$ cat src/rtl/wb_mgmt_arbiter_if.sv
// Wishbone link to the PHY management register slave: 5-bit address, 16-bit data,
// classic single-cycle transfers. Used for both requester ports and the slave port.
interface wb_mgmt_arbiter_if;
    logic        cyc;
    logic        stb;
    logic        we;
    logic [4:0]  addr;
    logic [15:0] data_write;
    logic        ack;
    logic        err;
    logic [15:0] data_read;

    modport master (
        output cyc, stb, we, addr, data_write,
        input  ack, err, data_read
    );

    modport slave (
        input  cyc, stb, we, addr, data_write,
        output ack, err, data_read
    );
endinterface

$ cat src/rtl/wb_mgmt_arbiter.sv
// Two-master Wishbone arbiter for the PHY management slave, granted per cycle.
// Optional stall timeout with forced error: define WB_MGMT_ARB_TIMEOUT_EN.
module wb_mgmt_arbiter #(
    parameter int FIXED_PRIORITY = 0,
    parameter int TIMEOUT        = 255
) (
    input  logic               clk,
    input  logic               rst_n,
    wb_mgmt_arbiter_if.slave   m0,
    wb_mgmt_arbiter_if.slave   m1,
    wb_mgmt_arbiter_if.master  s,
    output logic               busy
);

    if (TIMEOUT < 1 || TIMEOUT > 65535) begin : g_bad_timeout
        $error("wb_mgmt_arbiter: TIMEOUT must be in 1..65535");
    end

    typedef enum logic [1:0] {
        IDLE = 2'd0,
        GNT0 = 2'd1,
        GNT1 = 2'd2
    } state_t;

    state_t state, state_next;
    logic   last_grant;
    logic   timeout_hit;
    logic   gnt0, gnt1;
    logic   grant_entry;

    assign gnt0        = (state == GNT0);
    assign gnt1        = (state == GNT1);
    assign grant_entry = (state == IDLE) && (state_next != IDLE);
    assign busy        = (state != IDLE);

    // On a tie, round-robin hands the bus to whichever master did not hold it last.
    always_comb begin
        state_next = state;
        case (state)
            IDLE: begin
                if (m0.cyc && m1.cyc)
                    state_next = (FIXED_PRIORITY != 0 || last_grant) ? GNT0 : GNT1;
                else if (m0.cyc)
                    state_next = GNT0;
                else if (m1.cyc)
                    state_next = GNT1;
            end
            GNT0:    if (!m0.cyc) state_next = IDLE;
            GNT1:    if (!m1.cyc) state_next = IDLE;
            default: state_next = IDLE;
        endcase
    end

    always_ff @(posedge clk or negedge rst_n) begin
        if (!rst_n) begin
            state      <= IDLE;
            last_grant <= 1'b1;
        end else begin
            state <= state_next;
            if (grant_entry)
                last_grant <= (state_next == GNT1);
        end
    end

`ifdef WB_MGMT_ARB_TIMEOUT_EN
    logic [15:0] to_cnt;

    assign timeout_hit = (state != IDLE) && (to_cnt == 16'(TIMEOUT));

    always_ff @(posedge clk or negedge rst_n) begin
        if (!rst_n)
            to_cnt <= '0;
        else if (grant_entry || s.ack || s.err || timeout_hit)
            to_cnt <= '0;
        else if (s.cyc && s.stb)
            to_cnt <= to_cnt + 16'd1;
    end
`else
    assign timeout_hit = 1'b0;
`endif

    // Idle parks the address/data path on master 0 so the slave sees stable values.
    always_comb begin
        s.cyc        = 1'b0;
        s.stb        = 1'b0;
        s.we         = m0.we;
        s.addr       = m0.addr;
        s.data_write = m0.data_write;
        case (state)
            GNT0: begin
                s.cyc = m0.cyc;
                s.stb = m0.stb && !timeout_hit;
            end
            GNT1: begin
                s.cyc        = m1.cyc;
                s.stb        = m1.stb && !timeout_hit;
                s.we         = m1.we;
                s.addr       = m1.addr;
                s.data_write = m1.data_write;
            end
            default: ;
        endcase
    end

    assign m0.ack       = s.ack && gnt0 && m0.cyc;
    assign m1.ack       = s.ack && gnt1 && m1.cyc;
    assign m0.err       = (s.err || timeout_hit) && gnt0 && m0.cyc;
    assign m1.err       = (s.err || timeout_hit) && gnt1 && m1.cyc;
    assign m0.data_read = s.data_read;
    assign m1.data_read = s.data_read;

endmodule
$ cat src/flat_wrapper.sv
// flat-port wrapper written by rule: the top's interface ports become plain ports
module wb_mgmt_arbiter_flat 
#(
    parameter int FIXED_PRIORITY = 0,
    parameter int TIMEOUT        = 255
)
  (clk, rst_n, busy, m0_cyc, m0_stb, m0_we, m0_addr, m0_data_write, m0_ack, m0_err, m0_data_read, m1_cyc, m1_stb, m1_we, m1_addr, m1_data_write, m1_ack, m1_err, m1_data_read, s_cyc, s_stb, s_we, s_addr, s_data_write, s_ack, s_err, s_data_read);
  wb_mgmt_arbiter_if m0_i ();
  wb_mgmt_arbiter_if m1_i ();
  wb_mgmt_arbiter_if s_i ();
  input  logic clk;
  input  logic rst_n;
  output logic busy;
  input wire logic [$bits(m0_i.cyc)-1:0] m0_cyc;
  input wire logic [$bits(m0_i.stb)-1:0] m0_stb;
  input wire logic [$bits(m0_i.we)-1:0] m0_we;
  input wire logic [$bits(m0_i.addr)-1:0] m0_addr;
  input wire logic [$bits(m0_i.data_write)-1:0] m0_data_write;
  output wire logic [$bits(m0_i.ack)-1:0] m0_ack;
  output wire logic [$bits(m0_i.err)-1:0] m0_err;
  output wire logic [$bits(m0_i.data_read)-1:0] m0_data_read;
  input wire logic [$bits(m1_i.cyc)-1:0] m1_cyc;
  input wire logic [$bits(m1_i.stb)-1:0] m1_stb;
  input wire logic [$bits(m1_i.we)-1:0] m1_we;
  input wire logic [$bits(m1_i.addr)-1:0] m1_addr;
  input wire logic [$bits(m1_i.data_write)-1:0] m1_data_write;
  output wire logic [$bits(m1_i.ack)-1:0] m1_ack;
  output wire logic [$bits(m1_i.err)-1:0] m1_err;
  output wire logic [$bits(m1_i.data_read)-1:0] m1_data_read;
  output wire logic [$bits(s_i.cyc)-1:0] s_cyc;
  output wire logic [$bits(s_i.stb)-1:0] s_stb;
  output wire logic [$bits(s_i.we)-1:0] s_we;
  output wire logic [$bits(s_i.addr)-1:0] s_addr;
  output wire logic [$bits(s_i.data_write)-1:0] s_data_write;
  input wire logic [$bits(s_i.ack)-1:0] s_ack;
  input wire logic [$bits(s_i.err)-1:0] s_err;
  input wire logic [$bits(s_i.data_read)-1:0] s_data_read;
  assign m0_i.cyc = m0_cyc;
  assign m0_i.stb = m0_stb;
  assign m0_i.we = m0_we;
  assign m0_i.addr = m0_addr;
  assign m0_i.data_write = m0_data_write;
  assign m0_ack = m0_i.ack;
  assign m0_err = m0_i.err;
  assign m0_data_read = m0_i.data_read;
  assign m1_i.cyc = m1_cyc;
  assign m1_i.stb = m1_stb;
  assign m1_i.we = m1_we;
  assign m1_i.addr = m1_addr;
  assign m1_i.data_write = m1_data_write;
  assign m1_ack = m1_i.ack;
  assign m1_err = m1_i.err;
  assign m1_data_read = m1_i.data_read;
  assign s_cyc = s_i.cyc;
  assign s_stb = s_i.stb;
  assign s_we = s_i.we;
  assign s_addr = s_i.addr;
  assign s_data_write = s_i.data_write;
  assign s_i.ack = s_ack;
  assign s_i.err = s_err;
  assign s_i.data_read = s_data_read;
  wb_mgmt_arbiter #(.FIXED_PRIORITY(FIXED_PRIORITY), .TIMEOUT(TIMEOUT)) u_core (.clk(clk), .rst_n(rst_n), .m0(m0_i), .m1(m1_i), .s(s_i), .busy(busy));
endmodule
$ cat config.mk
export PLATFORM = sky130hd
export DESIGN_NAME = wb_mgmt_arbiter_flat
export DESIGN_NICKNAME = d
export VERILOG_FILES = /design/src/rtl/wb_mgmt_arbiter_if.sv /design/src/rtl/wb_mgmt_arbiter.sv /design/src/flat_wrapper.sv
export SDC_FILE = /design/constraint.sdc
export NUM_CORES = 1
export LEC_CHECK = 0
export CAP_MARGIN = 30
export CORE_MARGIN = 4
export CORE_UTILIZATION = 24
export CTS_CLUSTER_SIZE = 20
export DETAILED_ROUTE_END_ITERATION = 10
export GPL_TIMING_DRIVEN = 0
export PLACE_DENSITY = 0.86
export SLEW_MARGIN = 0
export SYNTH_ARGS = -nofsm -noshare
export SYNTH_HDL_FRONTEND = slang
export SYNTH_SLANG_ARGS = --single-unit
$ cat constraint.sdc
create_clock -name clk -period 2.55 [get_ports clk]
set_input_delay 0.255 -clock clk [delete_from_list [all_inputs] [get_ports clk]]
set_output_delay 0.255 -clock clk [all_outputs]
set_load 0.005 [all_outputs]
# [Word level (Yosys, flattened, before mapping)]
# Cells that the tools add are included.
[classes] addsub=0 multipliers=0 n_div=0 order_cmp=0 n_eq_ne=3 n_shift=0 n_mux=12 bitwise=0 reduce_logical=13
[ops] op="2-to-1 mux 16 bit" count=1
[ops] op="2-to-1 mux 2 bit" count=6
[ops] op="logical AND 1 bit" count=10
[ops] op="case mux 2 bit (3 select lines)" count=1
[ops] op="2-to-1 mux 5 bit" count=1
[ops] op="equality test 2 bit, second input constant" count=2
[ops] op="case mux 1 bit (2 select lines)" count=2
[ops] op="nonzero test 2 bit" count=2
[ops] op="equality test 2 x 1 -> 1 bit, second input constant" count=1
[ops] op="logical NOT 2 bit" count=1
[ops] op="2-to-1 mux 1 bit" count=1
[totals] register_bits=3 latch_bits=0 ram_bits=0 rom_bits=0 out_inout_bits=61 word_cells=30 mem_count=0

# [Longest topological paths before layout]
# Gate-level depths: netlist of the first run.
[logic_depth] depth_word=6 mapped_depth=6

# [Worst setup path before layout of the first run]
# No wires, ideal clock.
[synth_timing] path_kind="register -> output" from="register u_core.state[0]" to="output port s_data_write[10]" t_arrival_ps=1263 required_ps=2295 slack_ps=1032 path_stages_with_launch=6 cell_sequence="dfrtp_1 inv_1 ha_1 buf_4 buf_4 mux2_1"
[synth_between] elab_chain_cells=2
[synth_rtl] element="from (decl)" line="wb_mgmt_arbiter.sv:25" rtl="state_t state, state_next;"
[synth_rtl] element="from (signal assigned)" line="wb_mgmt_arbiter.sv:59" rtl="state <= state_next;"
[synth_rtl] element="equality test 2 bit" line="wb_mgmt_arbiter.sv:89" rtl="case (state)"
[synth_rtl] element="2-to-1 mux 16 bit" line="wb_mgmt_arbiter.sv:89"
[synth_rtl] element="to (decl)" line="flat_wrapper.sv:34" rtl="output wire logic [$bits(s_i.data_write)-1:0] s_data_write;"
# Every way passes these cells.

# [Final worst setup path of the first run]
[layout_timing] from="register u_core.state[0]" to="output port s_data_write[8]"
# The elaborated chain is that of the path after synthesis.

==> results of run 1 <==
-- layout make-up --
type	instances	area [sq um]
repair buffers	111	1110
clock buffers	4	26.3
inverters	4	15.0
flip-flops and latches	3	76.3
plain buffers	36	274
fillers	269	1140
well taps	44	55.1
multi-input cells	49	455
-- metal layers --
metal	vias up	global-route usage [%]
met4	0	3.55
met3	4	5.40
met5	-	0
met2	79	30.2
li1	515	-
met1	473	14.8
-- worst max-delay path: stages, from the launching register on --
cell	delay, ns
dfrtp_1	0.40
inv_1	0.12
ha_1	0.15
buf_4	0.16
buf_4	0.20
mux2_1	0.33
clkdlybuf4s50_1	0.47
-- flip-flops by register name, summed over array words and instances (netlist names) --
| signal | count |
|---|---|
| u_core.last_grant | 1 |
| u_core.state | 2 |
-- how the worst max path moves through the flow --
| stage | cells after the start | slack [ns] | endpoint | startpoint |
|---|---|---|---|---|
| final | 6 | 0.23 | s_data_write[8] | u_core.state[0]$_DFF_PN0_ |
| after global routing | 6 | 0.10 | s_data_write[14] | u_core.state[0]$_DFF_PN0_ |
| after detailed placement | 6 | 0.46 | s_data_write[14] | u_core.state[0]$_DFF_PN0_ |
| after global placement | 6 | 0.46 | s_data_write[8] | u_core.state[0]$_DFF_PN0_ |
| after CTS | 6 | 0.20 | s_data_write[8] | u_core.state[0]$_DFF_PN0_ |
| after floorplan | 5 | 1.03 | s_data_write[10] | u_core.state[0]$_DFF_PN0_ |
-- logic make-up (layout without fill, tap and decap cells) --
| logic type | Yosys count | in the layout | synth area share [%] |
|---|---|---|---|
| DFF | 3 | 3 | 9.30 |
| buffers and inverters | 40 | 155 | 35.2 |
| and+or+nand+nor | 12 | 12 | 8.84 |
| adders and majority gates | 4 | 4 | 6.10 |
| muxes | 22 | 22 | 30.2 |
| AOI/OAI and AO/OA | 11 | 11 | 10.4 |
-- per-stage QoR --
| step | setup WS [ns] | util, % | hold WS [ns] |
|---|---|---|---|
| final | 0.228 | 63.8 | 0.215 |
| after global routing | 0.102 | 63.8 | 0.200 |
| after CTS | 0.200 | 63.8 | 0.206 |
| after detailed placement | 0.459 | 63.0 | 0.447 |
| after global placement | 0.460 | 63.0 | 0.442 |
| after floorplan | 1.03 | - | -0.0406 |
-- cells in the final DEF, fill, tap and decap left out, types with 2 or more instances in the layout --
cell | Yosys | routed
clkbuf_4 | 0 | 3
o32ai_1 | 2 | 2
dfrtp_1 | 2 | 2
clkdlybuf4s50_1 | 0 | 111
inv_1 | 4 | 4
and3_1 | 2 | 2
nand2b_1 | 2 | 2
buf_4 | 35 | 35
mux2_1 | 18 | 18
mux2_2 | 4 | 4
and3_2 | 2 | 2
nor2_1 | 2 | 2
ha_1 | 4 | 4
a21oi_1 | 3 | 3
-- power breakdown --
part / internal, uW / switching (uW)
Clock: 58.7 / 26.3
Sequential: 76.6 / 25.1
Combinational: 518 / 274
Total: 653 / 325
==> run_results.csv, run 1 <==
group,metric,value,unit
status,status,"finished clean",
routing,drt_first_pass_iters,2,
global_routing,grt_pass1_wl,5240,um
power_and_ir_drop,power,978,uW
cts,cts_tree,"yes",
power_and_ir_drop,p_per_area,486,nW/um^2
placement,dpl_cell_area,1990,sq um
worst_setup_path,worstSetupPathType,"flop to primary output",
run,maxCapViolCount,0,
routing,wl_met1,1170,um
power_and_ir_drop,ir_worst_vdd,260,uV
sta,clock_skew,0.00626,ns
worst_setup_path,critical_path_required,2.30,ns
placement,place.gp.congestion,0.712,
logic_synthesis,yosysTopAreaCell,"buf_4",
routing,wl_per_cell,13.8,um
hold_path,hold_path.class,"primary input to asynchronous set/reset pin",
sta,min_period_over_period,91.1,%
sta,fin_crit,2.32,ns
floorplan,dieWidth,66.5,um
logic_synthesis,async_flop_share,100,%
routing,wl_met3,403,um
sta,max_freq,0.431,GHz
logic_synthesis,syn_nets,164,
placement,dp.cells,247,
floorplan,start_util,26.0,%
cts,cts_max_level,1,
routing,top_layer,"met4",
final_layout,final_nets,280,
global_routing,grt_pass1_vias,1210,
global_routing,overflow,0,
logic_synthesis,yosys-top-cells-area,"buf_4 (32%), mux2_1 (25%), dfrtp_1 (6.1%)",
sta,final.setup.tns,0,ns
cts,cts_buffers,3,
logic_synthesis,syn_area,821,sq um
logic_synthesis,synth_warnings,0,
cts,clk_path_buf_depth,2,
sta,worst_pin_slew,0.255,ns
sta,hold_viol,0,
worst_setup_path,startpoint_type,"flop",
routing,wl_met2,1850,um
global_routing,grt.total_usage,15.3,%
logic_synthesis,synth.avg_cell_area,8.92,sq um
floorplan,dieArea,4420,sq um
logic_synthesis,ys_ff_latch,3,
routing,antenna_left,0,
cts,root_buffer,"clkbuf_4",
final_layout,instances_no_fill,251,
logic_synthesis,yosysMostFrequentCell,"buf_4",
final_layout,drive_above_1_share,23.2,%
global_routing,antenna_found_initial,0,
final_layout,final_area,2010,sq um
placement,hpwl,3140,um
worst_setup_path,worstReg2RegEnd,"u_core.last_grant$_DFFE_PN1P_",
logic_synthesis,synth_cells,92,
cts,clock_latency,0.24,ns
routing,vias,1071,
logic_synthesis,netlist.area_leader.share,32.0,%
cts,clock-sinks,3,
final_layout,antenna_cells,0,
logic_synthesis,synth-main-ff-cell,"dfrtp_1",
routing,routed_wl,3480,um
logic_synthesis,netlist_top_cells_count,"buf_4 (35), mux2_1 (18), ha_1 (4), inv_1 (4), mux2_2 (4)",
cts,cts_setup_buffers,0,
logic_synthesis,synthDistinctLibCells,24,
floorplan,die_h,66.5,um
worst_setup_path,crit_arrival,2.07,ns
routing,viasPerCell,4.27,
cts,holdBufCountCts,0,
logic_synthesis,synth.yosys.seq_area_share,9.30,%
worst_setup_path,end_kind,"primary output",
worst_setup_path,rr_worst_depth,5,
worst_setup_path,regToRegSetupSlack,1.09,ns
sta,finalSetupViolations,0,
sta,slew_violations,0,
routing,drc,0,
cts,cts_resized,0,
cts,clkTransAtPathRegs,0.03,ns
worst_setup_path,worstPathMaxFanout,10,
power_and_ir_drop,leakagePower,0.000859,uW
placement,port_buffers,111,
sta,rsz0062_at_grt,"false",
floorplan,core-area,3150,sq um
sta,slew_headroom,83.0,%
global_routing,grt_max_degree,11,
floorplan,ioPinCount,129,
floorplan,rows,20,
final_layout,area_growth,145,%
logic_synthesis,synth_edf_count,0,
routing,dr.first_iter.drc_count,13,
worst_setup_path,r2r-start,"u_core.state[1]$_DFF_PN0_",
(Power assumes the default switching activity.)
==> inputs of run 2 (changes only) <==
Settings changed: CTS_CLUSTER_SIZE 20 to not set.
==> results of run 2 <==
The final DEF is identical to that of run 1; final timing and power are the same.
==> inputs of run 3 (changes only) <==
Settings changed: GPL_ROUTABILITY_DRIVEN set to 0.
==> results of run 3 <==
The final DEF is identical to that of run 1; final timing and power are the same.
